**src/rtl/pixel_groups_rr_arbiter.sv**
```systemverilog
// Level-0 pixel grouping stage: each group snapshots its pending pixels on enable
// and drains them round-robin, one event per valid/ready handshake.
module pixel_groups_rr_arbiter #(
    parameter int ROWS     = 8,
    parameter int COLS     = 8,
    parameter int POLARITY = 2,
    parameter int GRP_ROWS = 2,
    parameter int GRP_COLS = 2
) (
    input  logic                                           clk_i,
    input  logic                                           reset_i,
    input  logic [ROWS-1:0][COLS-1:0][POLARITY-1:0]        req_i,
    input  logic [ROWS/GRP_ROWS-1:0][COLS/GRP_COLS-1:0]    enable_i,
    input  logic                                           ready_i,
    output logic [ROWS/GRP_ROWS-1:0][COLS/GRP_COLS-1:0]    req_o,
    output logic [ROWS-1:0][COLS-1:0]                      gnt_out_o,
    output logic [$clog2(ROWS)-1:0]                        x_add_o,
    output logic [$clog2(COLS)-1:0]                        y_add_o,
    output logic [POLARITY-1:0]                            pol_o,
    output logic                                           valid_o,
    output logic                                           active_o,
    output logic                                           grp_release_o
);

    localparam int unsigned NGR = ROWS / GRP_ROWS;
    localparam int unsigned NGC = COLS / GRP_COLS;
    localparam int unsigned NG  = NGR * NGC;
    localparam int unsigned GSZ = GRP_ROWS * GRP_COLS;
    localparam int unsigned XW  = $clog2(ROWS);
    localparam int unsigned YW  = $clog2(COLS);
    localparam int unsigned PW  = (GSZ > 1) ? $clog2(GSZ) : 1;
    localparam int unsigned GW  = (NG > 1) ? $clog2(NG) : 1;

    typedef enum logic [1:0] {IDLE, GRANT, RELEASE} state_t;
    typedef logic [GSZ-1:0][POLARITY-1:0] snap_t;

    state_t        state_q [NG];
    state_t        state_d [NG];
    snap_t         snap_q  [NG];
    snap_t         snap_d  [NG];
    snap_t         pix     [NG];
    logic [PW-1:0] ptr_q   [NG];
    logic [PW-1:0] ptr_d   [NG];
    logic [PW-1:0] sel     [NG];
    logic [NG-1:0] pix_any;
    logic [NG-1:0] has_sel;
    logic [NG-1:0] en;
    logic [NG-1:0] req_flat;
    logic          own_vld;
    logic [GW-1:0] own_g;
    logic          fire;

    // Packed [NGR][NGC] flattens so that bit g is group g = gr*NGC + gc.
    assign en    = enable_i;
    assign req_o = req_flat;

    always_comb begin
        for (int unsigned g = 0; g < NG; g++) begin
            pix_any[g] = 1'b0;
            for (int unsigned r = 0; r < GRP_ROWS; r++) begin
                for (int unsigned c = 0; c < GRP_COLS; c++) begin
                    pix[g][r*GRP_COLS+c] = req_i[(g/NGC)*GRP_ROWS+r][(g%NGC)*GRP_COLS+c];
                    pix_any[g] = pix_any[g] | (|req_i[(g/NGC)*GRP_ROWS+r][(g%NGC)*GRP_COLS+c]);
                end
            end
        end
    end

    // Rotating priority: first set entry at or after the pointer, wrapping.
    always_comb begin
        for (int unsigned g = 0; g < NG; g++) begin
            has_sel[g] = 1'b0;
            sel[g]     = '0;
            for (int unsigned k = 0; k < GSZ; k++) begin
                if (!has_sel[g] && (|snap_q[g][(32'(ptr_q[g]) + k) % GSZ])) begin
                    has_sel[g] = 1'b1;
                    sel[g]     = PW'((32'(ptr_q[g]) + k) % GSZ);
                end
            end
        end
    end

    always_comb begin
        own_vld = 1'b0;
        own_g   = '0;
        for (int unsigned g = 0; g < NG; g++) begin
            if (!own_vld && en[g]) begin
                own_vld = 1'b1;
                own_g   = GW'(g);
            end
        end
    end

    always_comb begin
        int unsigned row;
        int unsigned col;
        row           = 0;
        col           = 0;
        valid_o       = 1'b0;
        x_add_o       = '0;
        y_add_o       = '0;
        pol_o         = '0;
        gnt_out_o     = '0;
        grp_release_o = 1'b0;
        fire          = 1'b0;
        if (reset_i && own_vld) begin
            if (state_q[own_g] == GRANT && has_sel[own_g]) begin
                row     = (32'(own_g) / NGC) * GRP_ROWS + 32'(sel[own_g]) / GRP_COLS;
                col     = (32'(own_g) % NGC) * GRP_COLS + 32'(sel[own_g]) % GRP_COLS;
                valid_o = 1'b1;
                x_add_o = XW'(row);
                y_add_o = YW'(col);
                pol_o   = snap_q[own_g][sel[own_g]];
                fire    = ready_i;
                if (ready_i) begin
                    gnt_out_o[row][col] = 1'b1;
                end
            end
            if (state_q[own_g] == RELEASE) begin
                grp_release_o = 1'b1;
            end
        end
    end

    always_comb begin
        req_flat = '0;
        active_o = 1'b0;
        for (int unsigned g = 0; g < NG; g++) begin
            req_flat[g] = reset_i && (state_q[g] == IDLE) && pix_any[g];
            active_o    = active_o | (reset_i && (state_q[g] == GRANT));
        end
    end

    // Only the group owning the output mux may advance in GRANT/RELEASE; others freeze.
    always_comb begin
        for (int unsigned g = 0; g < NG; g++) begin
            state_d[g] = state_q[g];
            snap_d[g]  = snap_q[g];
            ptr_d[g]   = ptr_q[g];
            case (state_q[g])
                IDLE: begin
                    if (en[g] && pix_any[g]) begin
                        snap_d[g]  = pix[g];
                        state_d[g] = GRANT;
                    end
                end
                GRANT: begin
                    if (fire && own_g == GW'(g)) begin
                        snap_d[g][sel[g]] = '0;
                        ptr_d[g]          = PW'((32'(sel[g]) + 1) % GSZ);
                        if (snap_d[g] == '0) begin
                            state_d[g] = RELEASE;
                        end
                    end
                end
                RELEASE: begin
                    if (own_vld && own_g == GW'(g)) begin
                        state_d[g] = IDLE;
                    end
                end
                default: state_d[g] = IDLE;
            endcase
        end
    end

    always_ff @(posedge clk_i) begin
        for (int unsigned g = 0; g < NG; g++) begin
            if (!reset_i) begin
                state_q[g] <= IDLE;
                snap_q[g]  <= '0;
                ptr_q[g]   <= '0;
            end else begin
                state_q[g] <= state_d[g];
                snap_q[g]  <= snap_d[g];
                ptr_q[g]   <= ptr_d[g];
            end
        end
    end

endmodule

```
**config.mk**
```make
export PLATFORM = sky130hd
export DESIGN_NAME = pixel_groups_rr_arbiter
export DESIGN_NICKNAME = d
export VERILOG_FILES = /design/src/rtl/pixel_groups_rr_arbiter.sv
export SDC_FILE = /design/constraint.sdc
export NUM_CORES = 1
export LEC_CHECK = 0
export ABC_AREA = 1
export ABC_CLOCK_PERIOD_IN_PS = 4720
export BUFFER_PORTS_ARGS = -buffer_cell sky130_fd_sc_hd__buf_2
export CAP_MARGIN = 20
export CORE_ASPECT_RATIO = 1.5
export CORE_MARGIN = 5
export CORE_UTILIZATION = 30
export CTS_BUF_LIST = sky130_fd_sc_hd__clkbuf_8
export DETAILED_ROUTE_END_ITERATION = 8
export PLACE_DENSITY = 0.49
export SYNTH_ARGS = -nofsm -noshare
export SYNTH_HDL_FRONTEND = slang
export SYNTH_SLANG_ARGS = --single-unit
```
**constraint.sdc**
```tcl
create_clock -name clk_i -period 4.72 [get_ports clk_i]
set_input_delay 0.944 -clock clk_i [delete_from_list [all_inputs] [get_ports clk_i]]
set_output_delay 0.944 -clock clk_i [all_outputs]
set_load 0.02 [all_outputs]
```
==> results.py <==
metrics = {
    "timing": {
        "fin_crit_ps": 5069,
        "fmax_mhz": 197.3,
        "worst_pin_slew_ps": 919.8,
        "fin_crit_sh": 1.074,
        "report.final.slew_viol_count": 0,
        "hold_viol": 0,
        "slew_headroom": 0.3845,
        "rsz0062_at_grt": "yes",
        "finalSetupViolCount": 73,
        "finalWorstSetupSlack_ps": -348.5,
        "final.setup_skew_ps": 19.59,
    },
    "grt": {
        "grt_usage": 0.2340,
        "grt_pass1_vias": 20730,
        "grt_antenna_before_repair": 1,
        "grt_pass1_wl_um": 118000,
        "grt_max_degree": 76,
        "grt_overflow": 0,
    },
    "power_and_ir_drop": {
        "finalPower_mw": 11.97,
        "switching_share": 0.5423,
        "combPwrFrac": 0.667,
        "power_density_nw_per_um2": 501.4,
        "p_switching_mw": 6.493,
        "seq_power_share": 0.229,
        "pwr-share-clk": 0.104,
        "internal_power_mw": 5.480,
        "p_leak_nw": 11.29,
        "worst_ir_drop_vdd_mv": 0.2596,
    },
    "clock_tree": {
        "cts-htree-levels": 4,
        "cts_buffers": 17,
        "clkTransAtPathRegs_ps": 100,
        "postCtsHoldBufs": 0,
        "cts_tree": "yes",
        "worstSkewPairLatency_ps": 550,
        "cts.sinks": 192,
        "cts_root_buffer": "clkbuf_8",
        "clockBufferDepth": 2,
    },
    "min_path": {
        "hp-class": "flop to flop",
        "hold_depth": 2,
    },
    "setup_path": {
        "slowest_delay_ps": 270,
        "crit_buf_inv": 8,
        "reg2reg_depth": 22,
        "path_delay_family": "simple AND/OR/NAND/NOR gates",
        "worstPathCellList": "buf_8 > nor2_4 > nand3_4 > nor2_4 > nand4_4 > nor2_4 > nand4_4 > nor3_4 > nor2_2 > nand2_4 > buf_12 > nor2_4 > inv_2 > buf_6 > buf_8 > buf_4 > o22ai_1 > o21ai_0 > buf_4 > nand4_1 > nand2_1 > a21oi_1 > a21oi_2 > buf_6",
        "worst-setup-path-type": "input pin to output port",
        "endpoint_kind": "output port",
        "crit_fanout": 5,
        "crit_arrival_ps": 4120,
        "crit_top_cell": "nor2_4",
        "start_kind": "input pin",
        "crit_cells": 24,
        "critPathSlowestCell": "o21ai_0",
        "crit_required_ps": 3780,
    },
    "detailed_routing": {
        "wl_per_cell_um": 18.22,
        "antenna_left": 0,
        "via_per_inst": 5.020,
        "firstDrtPassIters": 6,
        "drt_first_iter_violations": 1340,
        "route.detailed.drc": 0,
        "wl_um": 77630,
        "vias": 21380,
    },
    "yosys": {
        "synth_cell_types": 56,
        "syn-num-nets": 3267,
        "netlist_area_um2": 17650,
        "synth_edf_count": 0,
        "syn_avg_cell_area_um2": 5.777,
        "synthFlopType": "dfxtp_1",
        "yosysWarnings": 0,
        "synth.yosys.seq_area_share": 0.2177,
        "async_flop_share": 0,
        "synthCells": 3056,
        "ys_ff_latch": 192,
    },
    "final_layout": {
        "layout_common_cells": "nand2_1 (592), nor2_1 (527), inv_1 (410)",
        "syn_to_final_growth_pct": 35.27,
        "finalNonFillerCells": 4260,
        "nets": 3680,
        "final_cell_area_um2": 23880,
        "num-fill-cells": 6427,
        "mostFrequentLayoutCell": "nand2_1",
        "drive_gt1_frac": 0.2295,
    },
    "floorplanning": {
        "core.rowCount": 109,
        "die_h_um": 307.1,
        "core_um2": 58640,
        "start_util": 0.3010,
        "dieWidth_um": 208.1,
        "pin_count": 238,
        "fp.dieArea_um2": 63900,
    },
    "place": {
        "place_ws_ps": -570.8,
        "place_inst": 4183,
        "portBuffers": 237,
        "hpwl_um": 62590,
        "post_dp_cell_area_um2": 21000,
        "place.gp.congestion": 0.9357,
    },
    "job": {
        "drv_cap": 0,
    },
    "status": {
        "status": "complete, but fails checks",
        "violations": "negative setup slack",
    },
}
## cell families after synthesis
kind of cell	share of synthesized area
AOI/OAI and AO/OA	0.1914
DFF	0.2177
adders and majority gates	0.04536
xor gates and xnor gates	0.007937
and+or+nand+nor	0.4050
buffers and inverters	0.1243
muxes	0.008292
## stage by stage
| step | util | setup TNS, ps | hold slack [ps] |
|---|---|---|---|
| after detailed placement | 0.3581 | -35660 | 501.1 |
| after global routing | 0.4072 | -26520 | 541.9 |
| after global placement | 0.3581 | -31670 | 502.9 |
| after floorplan | - | 0 | 454.1 |
| after CTS | 0.3969 | -8742 | 516.7 |
| final | 0.4072 | -15340 | 518.1 |
## sequential cells by signal, summed over array words and instances, names as in the netlist
register  cells
snap_q      128
ptr_q        32
state_q      32
## power groups by stage
stage | Sequential [mW] | Combinational, mW | Clock, mW
5_1_grt | 2.78 | 8.99 | 1.34
3_5_place_dp | 2.74 | 7.43 | 0
3_3_place_gp | 2.75 | 7.46 | 0
4_1_cts | 2.71 | 7.82 | 1.30
6_report | 2.74 | 7.98 | 1.25
2_1_floorplan | 2.42 | 5.25 | 0
## repair_timing
action / in CTS / in global routing
gates resized for setup: 437 / 143
setup buffers: 32 / 16
endpoints found under the setup margin: 74 / 74
cloned: 4 / 0
pin swaps: 40 / 38
## synth_stat cells, types with 37 or more instances
cell type	n	area share
o21ai_0	262	0.074
nor3_1	61	0.017
nand2_1	635	0.14
inv_1	419	0.089
nor2_1	602	0.13
nand4_1	48	0.017
nand3_1	160	0.045
nor4_1	37	0.013
clkbuf_1	50	0.011
o22ai_1	65	0.023
dfxtp_1	192	0.22
a21oi_1	176	0.050
ha_1	64	0.045
## worst paths after layout
check / slack (ps) / from / end
setup reg to reg: 740 / ptr_q[1][12]$_SDFFE_PN0P_ / snap_q[9][6]$_SDFFE_PN0P_
hold / removal: 520 / snap_q[6][6]$_SDFFE_PN0P_ / snap_q[6][6]$_SDFFE_PN0P_
hold reg to reg: 520 / snap_q[6][6]$_SDFFE_PN0P_ / snap_q[6][6]$_SDFFE_PN0P_
setup / recovery: -350 / enable_i[0] / pol_o[1]
## worst reg2reg max path, cell delays in order, from the launching register on
cell	delay, ps
dfxtp_1	490
inv_1	150
o21ai_0	90
o21ai_0	130
a21oi_1	350
nand2_1	120
nor4_1	440
nand3_1	160
nand2_1	120
nand2_1	60
nand2_1	70
nand2_2	70
nand3_4	90
nor2_8	60
nand3_4	130
clkinvlp_4	210
buf_4	190
buf_4	160
nand2_1	90
nand2_1	250
inv_1	330
nor2_1	90
nor2_1	100
## layout make-up
class | count | area (µm²) | share of cell area
multi-input combinational | 2328 | 12810 | 0.5366
timing repair buffer | 496 | 4141 | 0.1734
inverter | 433 | 1664 | 0.06968
clock buffer | 18 | 247.7 | 0.01037
clock inverter | 14 | 180.2 | 0.007545
antenna | 1 | 2.502 | 0.0001048
sequential | 192 | 3851 | 0.1613
timing repair inverter | 1 | 7.507 | 0.0003144
tap | 777 | 972.2 | 0.04071
## layer usage
metal  vias up  global-route usage  wire, µm
li1      10790                   -         -
met1      9876              0.2656     30860
met2       570              0.4358     39780
met3       150             0.03368      3468
met4         0             0.09904      3513
met5         -                   0         0
Note: power is estimated with default switching activity, not from simulation.
